[src/rtl/fetch_stage.sv]
// Instruction fetch: owns the PC, reads the instruction memory and fills
// the IF/ID register; handles stalls, redirects, HALT and misaligned faults.
module fetch_stage #(
    parameter logic [15:0] RESET_PC  = 16'h0000,
    parameter logic [15:0] NOP_INSTR = 16'h0800,
    parameter logic [4:0]  HALT_OPC  = 5'b00000
) (
    input  logic        clk,
    input  logic        rst,
    output logic [15:0] imem_addr,
    output logic        imem_en,
    output logic        imem_wr,
    input  logic [15:0] imem_rdata,
    input  logic        stall,
    input  logic        redirect,
    input  logic [15:0] redirect_pc,
    output logic        if_valid,
    output logic [15:0] if_instr,
    output logic [15:0] if_pc,
    output logic [15:0] if_pc_plus2,
    output logic        halted,
    output logic        err
);

    typedef enum logic [1:0] {
        RUN    = 2'd0,
        HALTED = 2'd1,
        ERR    = 2'd2
    } state_t;

    state_t      state, state_n;
    logic [15:0] pc, pc_n;
    logic [15:0] pc_inc;
    logic        valid_n;
    logic [15:0] instr_n;
    logic [15:0] ipc_n;
    logic [15:0] ipc2_n;
    logic        halted_n;
    logic        err_n;

    assign pc_inc    = pc + 16'd2;
    assign imem_addr = pc;
    assign imem_en   = (state == RUN);
    assign imem_wr   = 1'b0;

    always_ff @(posedge clk or negedge rst) begin
        if (!rst) begin
            state <= RUN;
        end else begin
            state <= state_n;
        end
    end

    always_ff @(posedge clk or negedge rst) begin
        if (!rst) begin
            pc          <= RESET_PC;
            if_valid    <= 1'b0;
            if_instr    <= NOP_INSTR;
            if_pc       <= 16'h0000;
            if_pc_plus2 <= 16'h0000;
            halted      <= 1'b0;
            err         <= 1'b0;
        end else begin
            pc          <= pc_n;
            if_valid    <= valid_n;
            if_instr    <= instr_n;
            if_pc       <= ipc_n;
            if_pc_plus2 <= ipc2_n;
            halted      <= halted_n;
            err         <= err_n;
        end
    end

    // Priority: misaligned redirect > redirect > stall > advance.
    always_comb begin
        state_n  = state;
        pc_n     = pc;
        valid_n  = if_valid;
        instr_n  = if_instr;
        ipc_n    = if_pc;
        ipc2_n   = if_pc_plus2;
        halted_n = halted;
        err_n    = err;
        if (redirect && redirect_pc[0]) begin
            err_n   = 1'b1;
            state_n = ERR;
            valid_n = 1'b0;
            instr_n = NOP_INSTR;
        end else if (redirect && state != ERR) begin
            pc_n     = redirect_pc;
            valid_n  = 1'b0;
            instr_n  = NOP_INSTR;
            state_n  = RUN;
            halted_n = 1'b0;
        end else if (!stall) begin
            case (state)
                RUN: begin
                    pc_n    = pc_inc;
                    valid_n = 1'b1;
                    instr_n = imem_rdata;
                    ipc_n   = pc;
                    ipc2_n  = pc_inc;
                    if (imem_rdata[15:11] == HALT_OPC) begin
                        state_n  = HALTED;
                        halted_n = 1'b1;
                    end
                end
                HALTED: begin
                    valid_n = 1'b0;
                    instr_n = NOP_INSTR;
                end
                default: begin
                end
            endcase
        end
    end

endmodule

[config.mk]
export PLATFORM = sky130hd
export DESIGN_NAME = fetch_stage
export DESIGN_NICKNAME = d
export VERILOG_FILES = /design/src/rtl/fetch_stage.sv
export SDC_FILE = /design/constraint.sdc
export NUM_CORES = 1
export LEC_CHECK = 0
export CORE_ASPECT_RATIO = 0.6
export CORE_MARGIN = 5
export CORE_UTILIZATION = 35
export CTS_CLUSTER_DIAMETER = 40
export DETAILED_ROUTE_END_ITERATION = 7
export SLEW_MARGIN = 0
export SYNTH_ARGS = -nofsm -noshare
export SYNTH_HDL_FRONTEND = slang
export SYNTH_SLANG_ARGS = --single-unit
[constraint.sdc]
create_clock -name clk -period 2.6 [get_ports clk]
set_clock_uncertainty 0.2 [all_clocks]
set_input_delay 0.78 -clock clk [delete_from_list [all_inputs] [get_ports clk]]
set_output_delay 0.78 -clock clk [all_outputs]
set_load 0.02 [all_outputs]
== Yosys cells after proc, flatten, opt, wreduce, memory -nomap -nowiden ==
Cells that the tools add are included.

* Word-level logic and storage cells: 50
* Input bits: 36
* Output and inout bits: 69
* Register bits: 69

* Reductions and logical operators: 14
* $add $sub $neg: 1
* Multiplexer cells: 20
* Bitwise gates (word level): 3
* Equal/unequal tests: 4

{| class="wikitable"
|+ Operator list
! operator !! number
|-
| two-way mux 16 bit || 6
|-
| one-hot mux 16 bit (2 select lines) || 1
|-
| adder 16 x 2 -> 16 bit, second input constant || 1
|-
| two-way mux 2 bit || 5
|-
| AND reduction 4 bit || 2
|-
| two-way mux 1 bit || 7
|-
| AND reduction 3 bit || 2
|-
| nonzero test 3 bit || 2
|-
| logical NOT 5 bit || 1
|-
| nonzero test 2 bit || 2
|-
| nonzero test 4 bit || 1
|-
| != test 3 x 1 -> 1 bit, second input constant || 1
|-
| NOT 1 bit || 3
|-
| equality test 2 x 1 -> 1 bit, second input constant || 1
|-
| logical AND 1 bit || 2
|-
| logical NOT 2 bit || 1
|-
| != test 2 x 1 -> 1 bit, second input constant || 1
|-
| != test 2 bit, second input constant || 1
|-
| one-hot mux 1 bit (2 select lines) || 1
|-
| AND reduction 2 bit || 1
|}

== Depth between registers and ports, before layout ==
* Depth in word-level cells: 6
* Gate-level depth with buffers: 7
* Depth with buffers taken out: 5

== Least setup slack after synthesis ==
OpenSTA, ideal clock, no wires.

* Path type: input port to flip-flop
* Start: input port redirect
* End: register if_pc_plus2[12]
* Setup slack: 0.310 ns
* Setup time: 0.125 ns
* Required time: 2.275 ns
* Stages on the path: 7
* Arrival: 1.965 ns
* Buffers on the path: 4
* Path through: buf_6 or4_1 buf_2 buf_6 buf_2 nand2_1 nand3_1

* Cells in the longest elaborated chain, start to end: 3
* Elaborated cells on any way between the ends: 5
* Those cells by class: bitwise (2); reduce/logical (3)

{| class="wikitable"
|+ Ends and longest elaborated chain
! what !! RTL line !! text
|-
| from (decl) || 15 || <nowiki>input logic redirect,</nowiki>
|-
| logical AND 1 bit, on equally long branches || 89, 84 ||
|-
| NOT 1 bit (no line) || n/a ||
|-
| AND reduction 4 bit (no line) (*) || n/a ||
|-
| to (signal assigned) || 68 || <nowiki>if_pc_plus2 <= ipc2_n;</nowiki>
|-
| to (decl) || 20 || <nowiki>output logic [15:0] if_pc_plus2,</nowiki>
|}

Every way passes the cells marked *; elsewhere a longest branch is shown, timed or not.
A chain may end at the register's enable or synchronous reset.

== Worst setup path in the final report ==
* Start: register pc[6] (netlist: imem_addr[6])
* End: output port imem_addr[6]

{| class="wikitable"
|+ RTL lines
! what !! RTL line !! text
|-
| from (decl) || 32 || <nowiki>logic [15:0] pc, pc_n;</nowiki>
|-
| from (signal assigned) || 64 || <nowiki>pc <= pc_n;</nowiki>
|-
| to (decl) || 10 || <nowiki>output logic [15:0] imem_addr,</nowiki>
|}

No word-level cell between the ends.

==> run metrics <==
synthesized area per cell=roughly 9.9 um2; r2r setup slk=around 0.39 ns; # rows=26; Worst-path clk slew=approximately 0.05 ns; Yosys warning total=0; final hold vios=0; min Tclk post-route=2.53 ns; P_sw=just under 1 mW; async set-reset flop share out of synthesis=1.00; R2R depth=5; slowest CP cell=clkdlybuf4s50_1; EDFF count, synth=0; Initial Utilization=0.362; share of the synthesized area in the top cell type=0.537; Seq/Total Area, Yosys=0.545; drt drc=0; Cell Area, Placed=about 4300 um2; Hold Path Class=in -> async; post-synthesis mux area share=0.0100; final instance area=4630 um2; Crit. End Element=primary output; htree depth=3; Synthesized Nets=353; Leak=between 2 and 2.5 nW; Die Ht=roughly 83 um; Buf+Inv Stages, Crit Path=1; Area growth, synth to finish=48.3%; register bit count reported by yosys=just under 70; CTS tree=done; Seq pwr share=0.399; initial detailed-routing violation count=204; status=finished, final reports clean; simple-gate share of the synthesized area=0.203; post-synthesis compound-gate area fraction=0.152; Worst-Skew Late Latency=between 0.3 and 0.4 ns; Post-DP HPWL=just under 7 mm; Mapped Cells=about 320; Port Buffer Count=roughly 100; Routed Antenna Nets=0; Slew @ Worst Pin=0.786 ns; worst reg2reg path endpoint=imem_addr[15]; Final #Nets=464; fraction of layout cells with a size suffix above 1=0.118; Max Slew Vio Count=0; Reg area=~1700 um2; number of vias per cell=~5.0; CP required=1.62 ns; adder-cell share of the synthesized area=0.00400; RR Startpoint=imem_addr[1]; largest net degree at the start of global routing=42; average wire per standard cell=roughly 17 um; first-pass GRT wire length=about 15 mm; clk sinks=68; largest family of logic cells by synthesized area=simple AND/OR/NAND/NOR gates; setup violators final=0; commonest non-fill, non-tap cells in the layout=clkdlybuf4s50_1, nand2_1, dfrtp_1, buf_4, o21ai_0; crit path kind=reg -> out; Clock power frac=0.346; headroom to the max-slew limit=0.476; post-CTS setup buffers=0; CP Cell Sequence=clkdlybuf4s50_1; startpoint types=register; CTS Root Cell=clkbuf_16; vias=2743; critical path peak fanout=9; Antenna Cells=0; Core Box Area=about 8600 um2; DRT Pass-1 Iters=4; area of the multi-input gates=roughly 1200 um2; CTS Buffer Depth=2; vias in the first global route=2756; Power Total=3.32 mW; top post-synthesis cells by area=dfrtp_1, nand2_1, a22o_1, o21ai_0, buf_2; Gate power share=0.255; dominant synthesized flop cell=dfrtp_1; Net Sw Frac=0.299; GR Overflow Total=0; Die X=132 um; Top-Level Pins=approximately 110; Power Internal=2.33 mW; Max Freq=0.395 GHz; setup TNS=0 ns; full die area=about 11000 um2; post-synthesis xor/xnor area fraction=0.0280; VDD IR-drop max=approximately 0.36 mV; GRT Total Usage=0.171; routed wire length=between 9 and 10 mm; pwr/cell area=around 700 nW/um2; Final period util=0.973; Post-Syn Area=~3100 um2; # fillers=slightly below 800; commonest non-fill, non-tap cell in the layout=clkdlybuf4s50_1; global placer's final weighted congestion=~0.87; Arr. time, crit path=between 1.5 and 2 ns; RSZ-0062 raised after global routing=false; total of max-cap violations=0; largest area contributor in the netlist=dfrtp_1; initial antenna violation count=0; Max stage delay on crit path=about 0.68 ns; Cell variety after synth=54; Layout Utilization=0.537; Top delay family on crit path=buffers and inverters; CTS buffer count=9
-- worst max path at each step --
stage / startpoint / end / depth (start not counted)
after floorplan: redirect / if_pc_plus2[12] / 7
after global placement: redirect / if_pc_plus2[13] / 6
after detailed placement: redirect / if_pc_plus2[13] / 6
after CTS: state[1] / imem_en / 2
after global routing: imem_addr[6] / imem_addr[6] / 1
final: imem_addr[6] / imem_addr[6] / 1
-- synthesized netlist by cell type, types with 2 or more instances --
library cell	count
dfrtp_1	67
a31oi_1	2
or4_1	2
o21ai_0	18
xor2_1	5
a22o_1	17
or3_1	4
and3_1	3
clkbuf_1	9
o21ai_1	3
buf_2	14
a211o_1	2
nand3b_1	2
nand3_1	12
a21oi_1	6
buf_4	3
mux2i_1	2
a21o_1	2
buf_6	2
nor2_1	11
a22oi_1	4
xnor2_1	5
nor3_1	3
and2_1	2
nand2_1	74
o2bb2ai_1	3
nand4_1	7
inv_1	6
-- power by group through the flow --
stage	logic (mW)	registers [mW]	clock network [mW]
2_1_floorplan	0.272	1.47	0
3_3_place_gp	0.844	1.34	0
3_5_place_dp	0.857	1.34	0
4_1_cts	0.859	1.33	1.18
5_1_grt	0.917	1.35	1.23
6_report	0.847	1.33	1.15
-- stage by stage --
step / setup WS, ns / std cells / hold slack (ns)
2_1_floorplan: 0.310 / 316 / 0.254
3_3_place_gp: -0.196 / 528 / 0.247
3_5_place_dp: -0.202 / 528 / 0.247
4_1_cts: 0.0644 / 544 / 0.192
5_1_grt: 0.0382 / 544 / 0.203
6_report: 0.0713 / 544 / 0.174
-- cell type report --
type                       instances  area share
sequential                        68       0.368
clock inverter                     1     0.00108
timing repair buffer             129       0.267
tap                              112      0.0302
clock buffer                      15      0.0600
inverter                           6     0.00486
multi-input combinational        213       0.269
-- logic make-up (layout without fill, tap and decap cells) --
logic type	after synthesis	in the layout
buffers and inverters	35	151
adders and majority gates	1	1
DFF	68	68
AOI/OAI and AO/OA	67	67
muxes	3	3
other	1	1
and+or+nand+nor	131	131
xor gates and xnor gates	10	10
-- flip-flops by register name, indices dropped and copies added, names as in the netlist --
register / count
err: 1
if_pc: 16
if_pc_plus2: 15
if_valid: 1
state: 2
halted: 1
imem_addr: 16
if_instr: 16
-- layer usage --
layer,vias to the layer above,track usage,part of all wire
li1,1323,-,-
met2,105,0.219,0.39
met1,1306,0.261,0.50
met3,9,0.0761,0.097
met5,-,0,0
met4,0,0.0308,0.0079
-- repair_timing --
action	CTS	global route
hold buffers	0	0
resized for setup	0	1
endpoints found under the setup margin	0	1
Power figures use the tool's default switching activity.
